### config.mk
export PLATFORM = sky130hd
export DESIGN_NAME = mem_access_ctrl
export DESIGN_NICKNAME = d
export VERILOG_FILES = /design/src/rtl/mem_access_ctrl.sv
export SDC_FILE = /design/constraint.sdc
export NUM_CORES = 1
export LEC_CHECK = 0
export CORE_MARGIN = 3
export CORE_UTILIZATION = 27
export CTS_BUF_LIST = sky130_fd_sc_hd__clkbuf_4 sky130_fd_sc_hd__clkbuf_8 sky130_fd_sc_hd__clkbuf_16
export DETAILED_ROUTE_END_ITERATION = 10
export SYNTH_ARGS = -nofsm -noshare
export SYNTH_HDL_FRONTEND = slang
export SYNTH_SLANG_ARGS = --single-unit
### constraint.sdc
create_clock -name clk -period 2.2 [get_ports clk]
set_clock_uncertainty 0.1 [all_clocks]
set_input_delay 0.33 -clock clk [delete_from_list [all_inputs] [get_ports clk]]
set_output_delay 0.33 -clock clk [all_outputs]
set_load 0.005 [all_outputs]
### src/rtl/mem_access_ctrl.sv
// mem_access_ctrl: turns MIPS byte/half/word loads and stores into accesses
// on a word-only data memory. Sub-word stores are read-modify-write, and busy
// holds the pipeline while an access is in flight. Lanes are big-endian.
module mem_access_ctrl #(
    parameter int MEM_WORDS = 11
) (
    input  logic        clk,
    input  logic        rst_n,
    input  logic        req_valid,
    input  logic        req_write,
    input  logic [1:0]  req_size,
    input  logic        req_unsigned,
    input  logic [31:0] req_addr,
    input  logic [31:0] req_wdata,
    output logic        busy,
    output logic        rd_valid,
    output logic [31:0] rd_data,
    output logic        done,
    output logic        err,
    output logic [31:0] mem_addr,
    output logic [31:0] mem_wdata,
    output logic        mem_read,
    output logic        mem_write,
    input  logic [31:0] mem_rdata
);

    typedef enum logic [2:0] {
        IDLE = 3'd0,
        RD   = 3'd1,
        CAPT = 3'd2,
        WR   = 3'd3,
        RESP = 3'd4
    } state_t;

    state_t      state_q, state_d;
    logic        write_q, write_d;
    logic [1:0]  size_q, size_d;
    logic        uns_q, uns_d;
    logic [31:0] addr_q, addr_d;
    logic [15:0] wdata_q, wdata_d;
    logic        busy_q, busy_d;
    logic        rd_valid_q, rd_valid_d;
    logic        done_q, done_d;
    logic        err_q, err_d;
    logic        mem_read_q, mem_read_d;
    logic        mem_write_q, mem_write_d;
    logic [31:0] rd_data_q, rd_data_d;
    logic [31:0] mem_wdata_q, mem_wdata_d;

    logic        accept;
    logic        req_err;
    logic [7:0]  byte_lane;
    logic [15:0] half_lane;
    logic [31:0] load_ext;
    logic [31:0] merged;

    // Reject misaligned, reserved-size and out-of-range requests before any memory access.
    always_comb begin
        req_err = 1'b0;
        case (req_size)
            2'b01:   req_err = req_addr[0];
            2'b10:   req_err = (req_addr[1:0] != 2'b00);
            2'b11:   req_err = 1'b1;
            default: req_err = 1'b0;
        endcase
        if ({2'b00, req_addr[31:2]} >= 32'(MEM_WORDS)) begin
            req_err = 1'b1;
        end
    end

    // Pick the addressed lane out of the read word, extend it, and build the merged store word.
    always_comb begin
        byte_lane = mem_rdata[31:24];
        case (addr_q[1:0])
            2'd1:    byte_lane = mem_rdata[23:16];
            2'd2:    byte_lane = mem_rdata[15:8];
            2'd3:    byte_lane = mem_rdata[7:0];
            default: byte_lane = mem_rdata[31:24];
        endcase
        half_lane = addr_q[1] ? mem_rdata[15:0] : mem_rdata[31:16];

        load_ext = mem_rdata;
        case (size_q)
            2'b00:   load_ext = uns_q ? {24'h000000, byte_lane} : {{24{byte_lane[7]}}, byte_lane};
            2'b01:   load_ext = uns_q ? {16'h0000, half_lane} : {{16{half_lane[15]}}, half_lane};
            default: load_ext = mem_rdata;
        endcase

        merged = mem_rdata;
        if (size_q == 2'b00) begin
            case (addr_q[1:0])
                2'd1:    merged[23:16] = wdata_q[7:0];
                2'd2:    merged[15:8]  = wdata_q[7:0];
                2'd3:    merged[7:0]   = wdata_q[7:0];
                default: merged[31:24] = wdata_q[7:0];
            endcase
        end else if (size_q == 2'b01) begin
            if (addr_q[1]) begin
                merged[15:0] = wdata_q;
            end else begin
                merged[31:16] = wdata_q;
            end
        end
    end

    assign accept = req_valid && (state_q == IDLE);

    // Next-state logic; every output is decoded from the next state so it leaves a flop glitch-free.
    always_comb begin
        state_d     = state_q;
        write_d     = write_q;
        size_d      = size_q;
        uns_d       = uns_q;
        addr_d      = addr_q;
        wdata_d     = wdata_q;
        rd_data_d   = rd_data_q;
        mem_wdata_d = mem_wdata_q;
        err_d       = 1'b0;

        case (state_q)
            IDLE: begin
                if (accept) begin
                    write_d = req_write;
                    size_d  = req_size;
                    uns_d   = req_unsigned;
                    addr_d  = req_addr;
                    wdata_d = req_wdata[15:0];
                    if (req_err) begin
                        err_d = 1'b1;
                    end else if (req_write && (req_size == 2'b10)) begin
                        mem_wdata_d = req_wdata;
                        state_d     = WR;
                    end else begin
                        state_d = RD;
                    end
                end
            end
            RD:   state_d = CAPT;
            CAPT: begin
                if (write_q) begin
                    mem_wdata_d = merged;
                    state_d     = WR;
                end else begin
                    rd_data_d = load_ext;
                    state_d   = RESP;
                end
            end
            WR:   state_d = RESP;
            // RESP always drops back to IDLE, so a held request is only taken one cycle later.
            RESP: state_d = IDLE;
            default: state_d = IDLE;
        endcase

        mem_read_d  = (state_d == RD);
        mem_write_d = (state_d == WR);
        busy_d      = (state_d == RD) || (state_d == CAPT) || (state_d == WR);
        done_d      = (state_d == RESP);
        rd_valid_d  = (state_d == RESP) && !write_d;
    end

    // State and output registers; reset drops any in-flight access immediately.
    always_ff @(posedge clk or negedge rst_n) begin
        if (!rst_n) begin
            state_q     <= IDLE;
            write_q     <= 1'b0;
            size_q      <= 2'b00;
            uns_q       <= 1'b0;
            addr_q      <= 32'h0;
            wdata_q     <= 16'h0;
            busy_q      <= 1'b0;
            rd_valid_q  <= 1'b0;
            done_q      <= 1'b0;
            err_q       <= 1'b0;
            mem_read_q  <= 1'b0;
            mem_write_q <= 1'b0;
            rd_data_q   <= 32'h0;
            mem_wdata_q <= 32'h0;
        end else begin
            state_q     <= state_d;
            write_q     <= write_d;
            size_q      <= size_d;
            uns_q       <= uns_d;
            addr_q      <= addr_d;
            wdata_q     <= wdata_d;
            busy_q      <= busy_d;
            rd_valid_q  <= rd_valid_d;
            done_q      <= done_d;
            err_q       <= err_d;
            mem_read_q  <= mem_read_d;
            mem_write_q <= mem_write_d;
            rd_data_q   <= rd_data_d;
            mem_wdata_q <= mem_wdata_d;
        end
    end

    assign busy      = busy_q;
    assign rd_valid  = rd_valid_q;
    assign rd_data   = rd_data_q;
    assign done      = done_q;
    assign err       = err_q;
    assign mem_addr  = {2'b00, addr_q[31:2]};
    assign mem_wdata = mem_wdata_q;
    assign mem_read  = mem_read_q;
    assign mem_write = mem_write_q;

endmodule

==> reports/results.tsv, run 1 <==
stage	metric	value	unit
clock_tree	Reg clk slew, reported paths	0.06	ns
pwr	total power	6.376	mW
finish	area occupied by multi-input gates	2795	µm²
clock_tree	later-pin clock latency in the skew report	0.42	ns
clock_tree	sink count of the clock tree	125	
drt	Routed WL	21000	µm
clock_tree	H-Tree Depth	4	
finish	final non-filler cell total	1093	
pwr	Peak VDD IR	0.5121	mV
finish	Finished Cell Area	9502	µm²
timing	Relative slew margins	0.6121	
setup_path	sequence of cells on the critical path	clkdlybuf4s50_1, nor4_2, nand4_1, nor4b_4, o22ai_4, clkbuf_16, mux2_4	
setup_path	Crit. End Element	flop	
finish	Fill cells	2201	
setup_path	Critical path buffers and inverters	2	
synthesis	EDFF count, synth	0	
drt	DR DRC count	0	
clock_tree	clock tree buffer depth	2	
setup_path	Arr. time, crit path	2.35	ns
pwr	sw frac	0.2532	
clock_tree	CTS Root Cell	clkbuf_16	
finish	share of post-route cells with drive strength above 1	0.2376	
setup_path	CP max-delay cell	clkdlybuf4s50_1	
pwr	Seq pwr share	0.388	
finish	Final #Nets	898	
min_path	Hold/Removal Path Class	primary input to flop	
pwr	internal cell power	4.761	mW
global_route	pin count of the biggest net entering global routing	39	
synthesis	YS warnings	0	
synthesis	distinct cell type count after synthesis	47	
pwr	switching power	1.615	mW
finish	final core occ	0.4184	
timing	RSZ-0062 raised after global routing	no	
synthesis	Gate Count Post-Synth	573	
global_route	initial antenna violation count	3	
pwr	Logic pwr share	0.148	
global_route	total gr overflow	0	
synthesis	async set or reset register ratio after synthesis	1.000	
status	outcome	completed	
drt	via count	5168	
floorplanning	die height	158.4	µm
synthesis	Yosys reg bits	125	
placement	routability cong.	0.8163	
setup_path	crit path launch type	primary input	
timing	minimum clock period after layout	2.140	ns
floorplanning	Die ar.	25100	µm²
setup_path	Max FO, Critical Path	7	
timing	post-route setup TNS	0	ns
clock_tree	number of CTS-inserted buffers	17	
finish	FF+latch area	3128	µm²
timing	Final Hold Viols	0	
global_route	first-pass GRT wire length	31600	µm
synthesis	ys flop type	dfrtp_1	
pwr	Clock Power Share	0.465	
timing	hold_ws	0.1864	ns
placement	pre-CTS setup slack	-0.6224	ns
floorplanning	Starting Density	0.2763	
floorplanning	Die X	158.4	µm
pwr	Pwr Density	671.0	nW/µm²
placement	IO Port Bufs	202	
drt	wire length per cell	19.21	µm
floorplanning	core area	22710	µm²
timing	Setup-failing EPs final	0	
pwr	leakage power	4.304	nW
setup_path	critical path type	primary input to flop	
setup_path	Critical Path RT	2.41	ns
drt	First DRT Iteration DRCs	329	
setup_path	critical path's largest stage delay	0.43	ns
timing	crit share post-route	0.9726	
run	Max Cap Viol	0	
floorplanning	I/O Pins	205	
clock_tree	CTS tree	yes	
timing	fmax	0.4674	GHz
finish	P&R area growth vs syn	51.43	%
placement	HPWL Detailed	16260	µm
floorplanning	# rows	55	
timing	Slew @ Worst Pin	0.5797	ns
synthesis	Seq/Total Area, Yosys	0.4985	
timing	final setup margin	0.06038	ns
timing	Max Slew Vio Count	0	
drt	post-DR vias/cell	4.728	
synthesis	Avg Cell Area, Syn	10.95	µm²
finish	diodes inserted	0	
drt	Antenna Nets Post-Route	0	
setup_path	Crit path max-delay family	simple AND/OR/NAND/NOR gates	
global_route	gr usage total	0.1691	
placement	Inst Count DP	1054	
drt	drt pass-1 iters	4	
synthesis	Syn Std Cell Area	6275	µm²
placement	Post-DP Area	8761	µm²
global_route	vias in the first global route	5303	
## layout make-up
type	count	share of cell area
clock buffer	19	0.04767
clock inverter	13	0.01725
inverter	5	0.001975
multi-input combinational	380	0.2942
sequential	125	0.3292
tap	285	0.03753
timing repair buffer	266	0.2722
## routing by layer
layer | wire (µm) | track usage | share of wire | up-vias
li1 | - | - | - | 2454
met1 | 8829 | 0.2086 | 0.42 | 2487
met2 | 10000 | 0.2769 | 0.48 | 198
met3 | 1906 | 0.07040 | 0.091 | 23
met4 | 223 | 0.03974 | 0.011 | 6
met5 | 36 | 0 | 0.0017 | -
## worst paths after layout
path                            depth (start not counted)              startpoint  slack (ns)                        end
worst min-delay path                                    3            req_addr[23]        0.19     addr_q[23]$_DFFE_PN0P_
worst min register to register                          2  rd_data[3]$_DFFE_PN0P_        0.39     rd_data[3]$_DFFE_PN0P_
min in group asynchronous                               2                   rst_n        0.32     addr_q[17]$_DFFE_PN0P_
worst max register to register                          6       write_q$_DFF_PN0_        0.12  mem_wdata[20]$_DFFE_PN0P_
worst max-delay path                                    7            req_addr[16]        0.06  mem_wdata[20]$_DFFE_PN0P_
max in group asynchronous                               3                   rst_n        1.02     rd_data[6]$_DFFE_PN0P_
## power by group through the flow
stage / Combinational (mW) / Clock, mW / Sequential, mW
global placement: 0.948 / 0 / 2.51
global route: 1.02 / 3.14 / 2.49
floorplan: 0.466 / 0 / 2.49
detailed placement: 0.949 / 0 / 2.51
finish: 0.941 / 2.96 / 2.47
CTS: 0.947 / 3.04 / 2.47
## logic make-up after synthesis
kind of cell           Yosys count  synth area share
AOI/OAI and AO/OA              116            0.1151
DFF                            125            0.4985
and+or+nand+nor                150            0.1049
other                            1         0.0005976
buffers and inverters           69           0.06640
muxes                          112            0.2146
## synth_stat cells, types with 2 or more instances
cell type  number  share of area
o22ai_1        12          0.012
clkbuf_1       16         0.0096
and2_1          2         0.0020
o21ai_1         5         0.0040
nand2_1        64          0.038
nor2b_1         3         0.0030
o21ai_0        44          0.035
or3_1           2         0.0020
mux2i_1        28          0.045
nor4_1          6         0.0060
buf_4          32          0.038
buf_2          12         0.0096
a21oi_1        21          0.017
buf_6           3         0.0054
mux2_2         51          0.092
nor3_1          2         0.0016
inv_1           4         0.0024
a22o_1          7         0.0098
nor2_1         55          0.033
dfrtp_1       125           0.50
mux2_1          3         0.0054
mux2_4         29          0.069
nand3_1         5         0.0040
a221oi_1       17          0.024
nand2b_1        3         0.0030
## worst reg2reg max path, stage by stage (launching register included)
cell,delay (ns)
dfrtp_1,0.42
nor2b_1,0.19
mux2i_1,0.14
nor2_1,0.11
o22ai_4,0.45
clkbuf_16,0.27
mux2_4,0.29
## state kept, by name, indices dropped and copies added (netlist names)
| register | count |
|---|---|
| addr_q | 32 |
| mem_wdata | 32 |
| rd_data | 32 |
| wdata_q | 16 |
| state_q | 3 |
| size_q | 2 |
| busy | 1 |
| done | 1 |
| err | 1 |
| mem_read | 1 |
| mem_write | 1 |
| rd_valid | 1 |
| uns_q | 1 |
| write_q | 1 |
## what timing repair did
action / in CTS / in global routing
gates resized for setup: 30 / 5
endpoints found under the hold margin: 34 / 0
cloned: 2 / 1
setup endpoints to repair: 31 / 32
hold buffers: 1 / 0
buffers inserted: 2 / 2
pin swaps: 11 / 5
## cell usage in the layout, fill, tap and decap left out, types with 21 or more instances in the layout
| cell type | netlist | layout |
|---|---|---|
| mux2_2 | 51 | 51 |
| mux2_4 | 29 | 29 |
| nand2_1 | 64 | 64 |
| clkdlybuf4s50_1 | 0 | 179 |
| dlygate4sd2_1 | 0 | 21 |
| nor2_1 | 55 | 54 |
| dfrtp_1 | 125 | 125 |
| buf_4 | 32 | 55 |
| mux2i_1 | 28 | 28 |
| o21ai_0 | 44 | 44 |
(Power assumes the default switching activity.)
==> inputs of run 2 (changes only) <==
--- a/config.mk
+++ b/config.mk
@@ -9,6 +9,7 @@
 export CORE_UTILIZATION = 27
 export CTS_BUF_LIST = sky130_fd_sc_hd__clkbuf_4 sky130_fd_sc_hd__clkbuf_8 sky130_fd_sc_hd__clkbuf_16
 export DETAILED_ROUTE_END_ITERATION = 10
+export GPL_ROUTABILITY_DRIVEN = 0
 export SYNTH_ARGS = -nofsm -noshare
 export SYNTH_HDL_FRONTEND = slang
 export SYNTH_SLANG_ARGS = --single-unit
==> results of run 2 <==
No change in the layout: final DEF, timing and power equal those of run 1.
